$ cat config.mk
export PLATFORM = sky130hd
export DESIGN_NAME = dbus_bridge
export DESIGN_NICKNAME = d
export VERILOG_FILES = /design/src/rtl/dbus_bridge.sv
export SDC_FILE = /design/constraint.sdc
export NUM_CORES = 1
export LEC_CHECK = 0
export CAP_MARGIN = 20
export CORE_MARGIN = 2
export CORE_UTILIZATION = 44
export CTS_CLUSTER_SIZE = 24
export DETAILED_ROUTE_END_ITERATION = 10
export PLACE_DENSITY = 0.81
export SKIP_CTS_REPAIR_TIMING = 1
export SLEW_MARGIN = 20
export SYNTH_ARGS = -nofsm -noshare
export SYNTH_HDL_FRONTEND = slang
export SYNTH_SLANG_ARGS = --single-unit
$ cat constraint.sdc
create_clock -name clk -period 2.85 [get_ports clk]
set_clock_uncertainty 0.2 [all_clocks]
set_input_delay 0.4275 -clock clk [delete_from_list [all_inputs] [get_ports clk]]
set_output_delay 0.4275 -clock clk [all_outputs]
set_load 0.03 [all_outputs]
$ cat src/rtl/dbus_bridge.sv
// Core data-memory port to Wishbone bridge: one access at a time, with byte-lane steering,
// load extension, bus-error/timeout reporting and a result hold while the core is frozen.

module dbus_lane #(
  parameter int LANE = 0
) (
  input  logic [1:0]  size,
  input  logic [1:0]  off,
  input  logic [31:0] wdata,
  output logic        sel,
  output logic [7:0]  wbyte
);
  localparam logic [1:0] LN = 2'(LANE);

  always_comb begin
    sel   = 1'b0;
    wbyte = wdata[8*LANE +: 8];
    case (size)
      2'b00: begin sel = (off == LN);       wbyte = wdata[7:0];              end
      2'b01: begin sel = (off[1] == LN[1]); wbyte = wdata[8*(LANE%2) +: 8];  end
      2'b10: begin sel = 1'b1;              wbyte = wdata[8*LANE +: 8];      end
      default: ;
    endcase
  end
endmodule

module dbus_bridge #(
  parameter int TIMEOUT = 255
) (
  input  logic        clk,
  input  logic        rst,
  input  logic        mem_ren,
  input  logic        mem_wen,
  input  logic [1:0]  mem_type,
  input  logic        mem_ext,
  input  logic [31:0] mem_addr,
  input  logic [31:0] mem_dout,
  input  logic        dc_lock,
  output logic [31:0] mem_din,
  output logic        mem_stall,
  output logic        mem_unalign,
  output logic        mem_bus_err,
  output logic        wb_cyc,
  output logic        wb_stb,
  output logic        wb_we,
  output logic [29:0] wb_addr,
  output logic [3:0]  wb_sel,
  output logic [31:0] wb_dout,
  input  logic [31:0] wb_din,
  input  logic        wb_ack,
  input  logic        wb_err
);
  localparam int NUM_LANES = 4;

  typedef enum logic [1:0] {IDLE, BUSY, DONE} state_t;
  typedef struct packed {
    logic [1:0] off;
    logic [1:0] size;
    logic       ext;
  } req_t;

  state_t state;
  req_t   req_q;
  logic [7:0] cnt;
  logic       err_q;

  logic req, misalign;
  logic [NUM_LANES-1:0]       sel_c;
  logic [NUM_LANES-1:0][7:0]  wdat_c;
  logic [31:0] rd_shift, rd_ext;
  logic [7:0]  cnt_inc;

  assign req      = mem_ren | mem_wen;
  assign misalign = (mem_type == 2'b11) ||
                    (mem_type == 2'b01 && mem_addr[0]) ||
                    (mem_type == 2'b10 && (mem_addr[1:0] != 2'b00));
  assign cnt_inc  = cnt + 8'd1;

  for (genvar g = 0; g < NUM_LANES; g++) begin : g_lane
    dbus_lane #(.LANE(g)) u_lane (
      .size  (mem_type),
      .off   (mem_addr[1:0]),
      .wdata (mem_dout),
      .sel   (sel_c[g]),
      .wbyte (wdat_c[g])
    );
  end

  // Move the addressed lane(s) down to bit 0, then extend by access size.
  assign rd_shift = wb_din >> {req_q.off, 3'b000};
  always_comb begin
    rd_ext = rd_shift;
    case (req_q.size)
      2'b00:   rd_ext = {{24{req_q.ext & rd_shift[7]}},  rd_shift[7:0]};
      2'b01:   rd_ext = {{16{req_q.ext & rd_shift[15]}}, rd_shift[15:0]};
      default: rd_ext = rd_shift;
    endcase
  end

  always_comb begin
    mem_stall   = 1'b0;
    mem_unalign = 1'b0;
    if (!rst) begin
      case (state)
        IDLE: begin
          mem_stall   = req & ~misalign;
          mem_unalign = req & misalign;
        end
        BUSY:    mem_stall = 1'b1;
        default: ;
      endcase
    end
  end

  assign mem_bus_err = (state == DONE) & err_q;

  always_ff @(posedge clk) begin
    if (rst) begin
      state   <= IDLE;
      req_q   <= '0;
      cnt     <= '0;
      err_q   <= 1'b0;
      mem_din <= '0;
      wb_cyc  <= 1'b0;
      wb_stb  <= 1'b0;
      wb_we   <= 1'b0;
      wb_addr <= '0;
      wb_sel  <= '0;
      wb_dout <= '0;
    end else begin
      case (state)
        IDLE: if (req && !misalign) begin
          state   <= BUSY;
          req_q   <= '{off: mem_addr[1:0], size: mem_type, ext: mem_ext};
          cnt     <= '0;
          err_q   <= 1'b0;
          mem_din <= '0;
          wb_cyc  <= 1'b1;
          wb_stb  <= 1'b1;
          wb_we   <= mem_wen;
          wb_addr <= mem_addr[31:2];
          wb_sel  <= sel_c;
          wb_dout <= wdat_c;
        end
        BUSY: begin
          // Error beats ack when both arrive; ack beats a coincident timeout.
          if (wb_err || (!wb_ack && cnt_inc == 8'(TIMEOUT))) begin
            state   <= DONE;
            err_q   <= 1'b1;
            mem_din <= '0;
            wb_cyc  <= 1'b0;
            wb_stb  <= 1'b0;
            wb_we   <= 1'b0;
          end else if (wb_ack) begin
            state   <= DONE;
            mem_din <= wb_we ? 32'h0 : rd_ext;
            wb_cyc  <= 1'b0;
            wb_stb  <= 1'b0;
            wb_we   <= 1'b0;
          end else begin
            cnt <= cnt_inc;
          end
        end
        DONE: if (!dc_lock) state <= IDLE;
        default: state <= IDLE;
      endcase
    end
  end
endmodule

==> out/qor.yml, run 1 <==
synth-simple-area-share_pct: 19.08
viasPerCell: 5.440
synth-xor-area-share_pct: 0.8216
whs_ns: 0.09827
synth_top_family_by_area: "compound AO/OA/AOI/OAI gates"
power_leakage_nw: 2.995
route.detailed.drc: 0
die_h_um: 114.1
drv_cap: 0
syn_to_final_growth_pct: 54.55
worstMarginPinSlew_ns: 0.7871
yosysWarnings: 0
synthAdderAreaFrac_pct: 0.4695
cp-start-kind: "register"
die_area_mm2: 0.01301
ff2ff_setup_slack_ns: 0.09
gp_congestion: 0.9203
start_util_pct: 44.75
place_hpwl_mm: 12.19
die_w_um: 114.1
finalCritPeriodShare_pct: 96.73
min_path_type: "input pin to register"
finalHoldViolCount: 0
ios: 210
nets: 971
cp_data_required_time_ns: 2.95
slew_violations: 0
grt_usage_pct: 25.76
cp-end-kind: "register"
grt_pass1_wl_mm: 26.71
cts.clk_slew.worst_paths_ns: 0.06
synth-compound-area-share_pct: 24.23
fmax_mhz: 362.8
synth_edf_count: 0
crit_arrival_ns: 2.85
cts-root-buf: "clkbuf_16"
powerDensity_mw_per_mm2: 606.1
synth_cells: 670
setup_viol: 0
vias: 5565
clock-sinks: 116
antenna_left: 0
status: "complete, no violations"
synth_top_flop_cell: "dfxtp_1"
top_layer: "met4"
dpl_cell_area_mm2: 0.007552
core_mm2: 0.01191
firstDrtPassIters: 5
wl_met2_mm: 8.367
synthMuxAreaShare_pct: 6.432
rows: 40
fill_cells: 955
slew_headroom_pct: 47.42
async_flop_share_pct: 0
drtIter0Drc: 280
path_max_fanout: 16
total_power_mw: 4.993
numPortBuffers: 209
grt_pass1_vias: 5544
cts_tree: "built"
clock_latency_ns: 0.41
multi_input_area_mm2: 0.002754
final_area_mm2: 0.008238
htree_num_levels: 4
diodes: 0
final_common_cell: "clkdlybuf4s50_1"
ff_latch_area_mm2: 0.002322
wl_met3_mm: 1.662
clockBufferDepth: 2
grt-ovfl-total: 0
synth_area_per_cell_um2: 7.955
period_minus_slack_ns: 2.757
netlist_area_mm2: 0.005330
met1Wirelength_mm: 6.436
crit_type: "register to register"
syn_nets: 778
wl_mm: 16.87
mostFrequentLayoutCells: "clkdlybuf4s50_1, nand2_1, dfxtp_1"
ys_seq_elements: 116
irDropWorstVdd_mv: 0.3662
synth_cell_types: 52
wl_per_cell_um: 16.49
cts_buffers: 17
yosysSeqAreaShare_pct: 43.57
drive_gt1_share_pct: 9.361
grt_antenna_before_repair: 0
grt_max_degree: 62
[per-stage QoR]
stage	setup TNS (ns)	worst slack (ns)	util (%)	cells
final	0	0.09331	69.16	1023
after global routing	-0.02636	-0.02190	69.16	1023
after CTS	-0.1586	-0.04354	68.74	1019
after detailed placement	-0.1143	-0.03802	63.40	987
after global placement	0	0.09013	63.40	987
after floorplan	0	0.1415	-	670
[per-layer routing]
metal	up-vias	global-route usage, %
met5	-	0
met4	0	9.268
met3	34	10.53
met2	270	44.92
met1	2551	28.20
li1	2710	-
[worst paths after layout]
kind	to	start	cells after the start
max	mem_din[23]	cnt[0]	9
min	wb_we	rst	2
max reg2reg	mem_din[23]	cnt[0]	9
min reg2reg	wb_addr[15]	wb_addr[15]	2
[worst max-delay path, stage by stage (launching register included)]
cell	delay, ns
dfxtp_1	0.38
ha_2	0.24
nand3_2	0.14
or3_4	0.43
a2111o_1	0.45
o211ai_1	0.23
buf_4	0.16
nor3_4	0.04
buf_12	0.16
a22o_1	0.22
[cell families (layout without fill, tap and decap cells)]
| group | Yosys count | after routing |
|---|---|---|
| AOI/OAI and AO/OA | 206 | 206 |
| xor gates and xnor gates | 5 | 5 |
| buffers and inverters | 70 | 276 |
| muxes | 34 | 34 |
| and+or+nand+nor | 237 | 237 |
| DFF | 116 | 116 |
| adders and majority gates | 2 | 2 |
[where the power goes]
| part | switching (mW) | internal, mW |
|---|---|---|
| clock network | 0.756 | 1.51 |
| registers | 0.0549 | 1.71 |
| logic | 0.542 | 0.422 |
| total | 1.35 | 3.64 |
[synth_stat cells (2+ instances only)]
library cell | count | area, µm²
xnor2_1 | 4 | 35.03
a22oi_1 | 3 | 22.52
nor2b_1 | 10 | 62.56
o21ai_0 | 46 | 230.2
nand2b_1 | 3 | 18.77
buf_4 | 2 | 15.01
o21ai_1 | 2 | 10.01
clkbuf_1 | 44 | 165.2
nor3b_1 | 2 | 15.01
o31ai_1 | 2 | 15.01
nand3_1 | 2 | 10.01
a21oi_1 | 82 | 410.4
a22o_1 | 16 | 140.1
buf_1 | 6 | 22.52
or3_1 | 3 | 18.77
nand2_1 | 167 | 626.9
nor4b_1 | 2 | 17.52
nor2_1 | 31 | 116.4
buf_2 | 2 | 10.01
inv_1 | 14 | 52.55
mux2i_1 | 32 | 320.3
mux2_2 | 2 | 22.52
nand4_1 | 2 | 12.51
ha_1 | 2 | 25.02
buf_6 | 2 | 22.52
o211ai_1 | 5 | 37.54
dfxtp_1 | 116 | 2322
nor4_1 | 2 | 12.51
a211oi_1 | 17 | 127.6
o21ai_2 | 10 | 87.58
a311oi_1 | 8 | 70.07
a31oi_1 | 6 | 37.54
or2_2 | 4 | 25.02
[state kept, by name (all words and copies together) (netlist names)]
register and count:
err_q 1, mem_din 32, state 2, wb_dout 32, wb_we 1, req_q 5
wb_stb 1, wb_addr 30, cnt 8, wb_sel 4
[area by class of cell]
type | instances | area share [%]
Tap cell | 147 | 2.233
Multi-Input combinational cell | 484 | 33.43
Clock inverter | 12 | 2.172
Sequential cell | 116 | 28.19
Clock buffer | 20 | 5.544
Timing Repair Buffer | 230 | 27.79
Inverter | 14 | 0.6379
Note: power is estimated with default switching activity, not from simulation.
==> run 2, diff against run 1 <==
--- a/config.mk
+++ b/config.mk
@@ -6,10 +6,13 @@
 export NUM_CORES = 1
 export LEC_CHECK = 0
 export CAP_MARGIN = 20
+export CELL_PAD_IN_SITES_DETAIL_PLACEMENT = 1
+export CELL_PAD_IN_SITES_GLOBAL_PLACEMENT = 1
 export CORE_MARGIN = 2
-export CORE_UTILIZATION = 44
+export CORE_UTILIZATION = 31
 export CTS_CLUSTER_SIZE = 24
 export DETAILED_ROUTE_END_ITERATION = 10
+export HOLD_SLACK_MARGIN = 0.03
 export PLACE_DENSITY = 0.81
 export SKIP_CTS_REPAIR_TIMING = 1
 export SLEW_MARGIN = 20
==> run 2 against run 1 <==
- non-clock buffer count is 2 lower
- register-to-register slack better by 0.06 ns
- sequential share of layout area fell by 0.16 points
- utilization fell by 20 points
- critical path depth did not move
- power fell by 0.69%
- sequential cell count did not move
- design area is 0.62% higher
- via count shrank 1.5%
- combinational power up 1%
- largest cell class unchanged
==> out/qor.yml, run 2 (synthesis results as in run 1) <==
status: "complete, no violations"
cts-root-buf: "clkbuf_16"
cp-end-kind: "register"
dp.cells: 1060
cp_data_required_time_ns: 2.95
preCtsSetupSlack_ns: -0.01674
clock_latency_ns: 0.42
firstDrtPassIters: 4
drive_gt1_share_pct: 9.039
die_area_mm2: 0.01826
core_mm2: 0.01670
ios: 210
place_hpwl_mm: 13.33
viasPerCell: 5.006
slew_violations: 0
grt_antenna_before_repair: 1
vias: 5482
min_path_type: "input pin to register"
cts_buffers: 17
crit_arrival_ns: 2.80
grt-ovfl-total: 0
htree_num_levels: 4
die_w_um: 135.1
power_leakage_nw: 2.984
drtIter0Drc: 258
cts_tree: "built"
cp-start-kind: "register"
slew_headroom_pct: 40.04
crit_type: "register to register"
fmax_mhz: 370.2
final_common_cell: "clkdlybuf4s50_1"
irDropWorstVdd_mv: 0.5383
clock-sinks: 116
top_regs: "mem_din: 32 flops, wb_dout: 32 flops, wb_addr: 30 flops"
hold_start: "rst"
antenna_left: 0
finalCritPeriodShare_pct: 94.78
powerDensity_mw_per_mm2: 598.2
setup_tns_ns: 0
rr_startpoint: "cnt[0]"
switching_share_pct: 27.55
path_max_fanout: 16
power_frac_comb_pct: 19.7
drv_cap: 0
gp_congestion: 0.8502
start_util_pct: 31.91
period_minus_slack_ns: 2.701
route.detailed.drc: 0
clockBufferDepth: 2
syn_to_final_growth_pct: 55.52
setup_ws_ns: 0.1488
mostFrequentLayoutCells: "clkdlybuf4s50_1, nand2_1, dfxtp_1"
wl_per_cell_um: 17.47
die_h_um: 135.1
numPortBuffers: 209
netSwitchingPower_mw: 1.366
rows: 47
cell_internal_pwr_mw: 3.592
utilization_pct: 49.63
whs_ns: 0.08210
cts.clk_slew.worst_paths_ns: 0.05
worstMarginPinSlew_ns: 0.8975
setup_viol: 0
finalHoldViolCount: 0
crit_start: "cnt[0]"
grt_pass1_vias: 5792
grt_usage_pct: 21.34
seqPwrFrac_pct: 35.7
clkPwrFrac_pct: 44.6
nets: 969
wl_mm: 19.13
grt_max_degree: 88
final-instance-count-excl-fill: 1095
grt_pass1_wl_mm: 30.25
[run 2: layer usage]
metal / GRT usage [%] / share of wire (%) / vias to the layer above
met4: 6.481 / 1.2 / 0
li1: - / - / 2700
met3: 9.234 / 9.3 / 18
met5: 0 / 0 / -
met2: 36.13 / 48 / 173
met1: 24.39 / 42 / 2591
[run 2: power by group through the flow]
stage                     Combinational [mW]  Clock (mW)  Sequential, mW
after floorplan                        0.376           0            1.94
after global placement                 0.960           0            1.80
after detailed placement               0.973           0            1.80
after CTS                              0.984        2.26            1.77
after global routing                    1.06        2.32            1.78
final                                  0.978        2.21            1.77
[run 2: final timing paths]
path,depth (start not counted),slack (ns),end
worst max-delay path,9,0.15,mem_din[23]
worst min-delay path,2,0.08,wb_we
worst max register to register,9,0.15,mem_din[23]
worst min register to register,2,0.25,mem_din[13]
[run 2: layout make-up]
type,count,area (µm²)
fillers,1985,8412
multi-input cells,484,2744
flip-flops and latches,116,2323
repair buffers,228,2278
clock buffers,23,488.0
well taps,220,275.3
clock inverters,9,125.1
inverters,14,52.55
diodes,1,2.502
[run 2: through the flow]
step	total power, mW	instance area (µm²)
floorplan	2.317	5330
global placement	2.757	7631
detailed placement	2.774	7631
CTS	5.012	8244
global route	5.163	8289
finish	4.958	8289
[run 2: worst max-delay path: stages (launching register included)]
cell	delay, ns
dfxtp_1	0.38
ha_1	0.20
nand3_2	0.13
or3_4	0.42
a2111o_1	0.41
o211ai_1	0.23
buf_4	0.16
nor3_4	0.04
buf_12	0.16
a22o_1	0.23
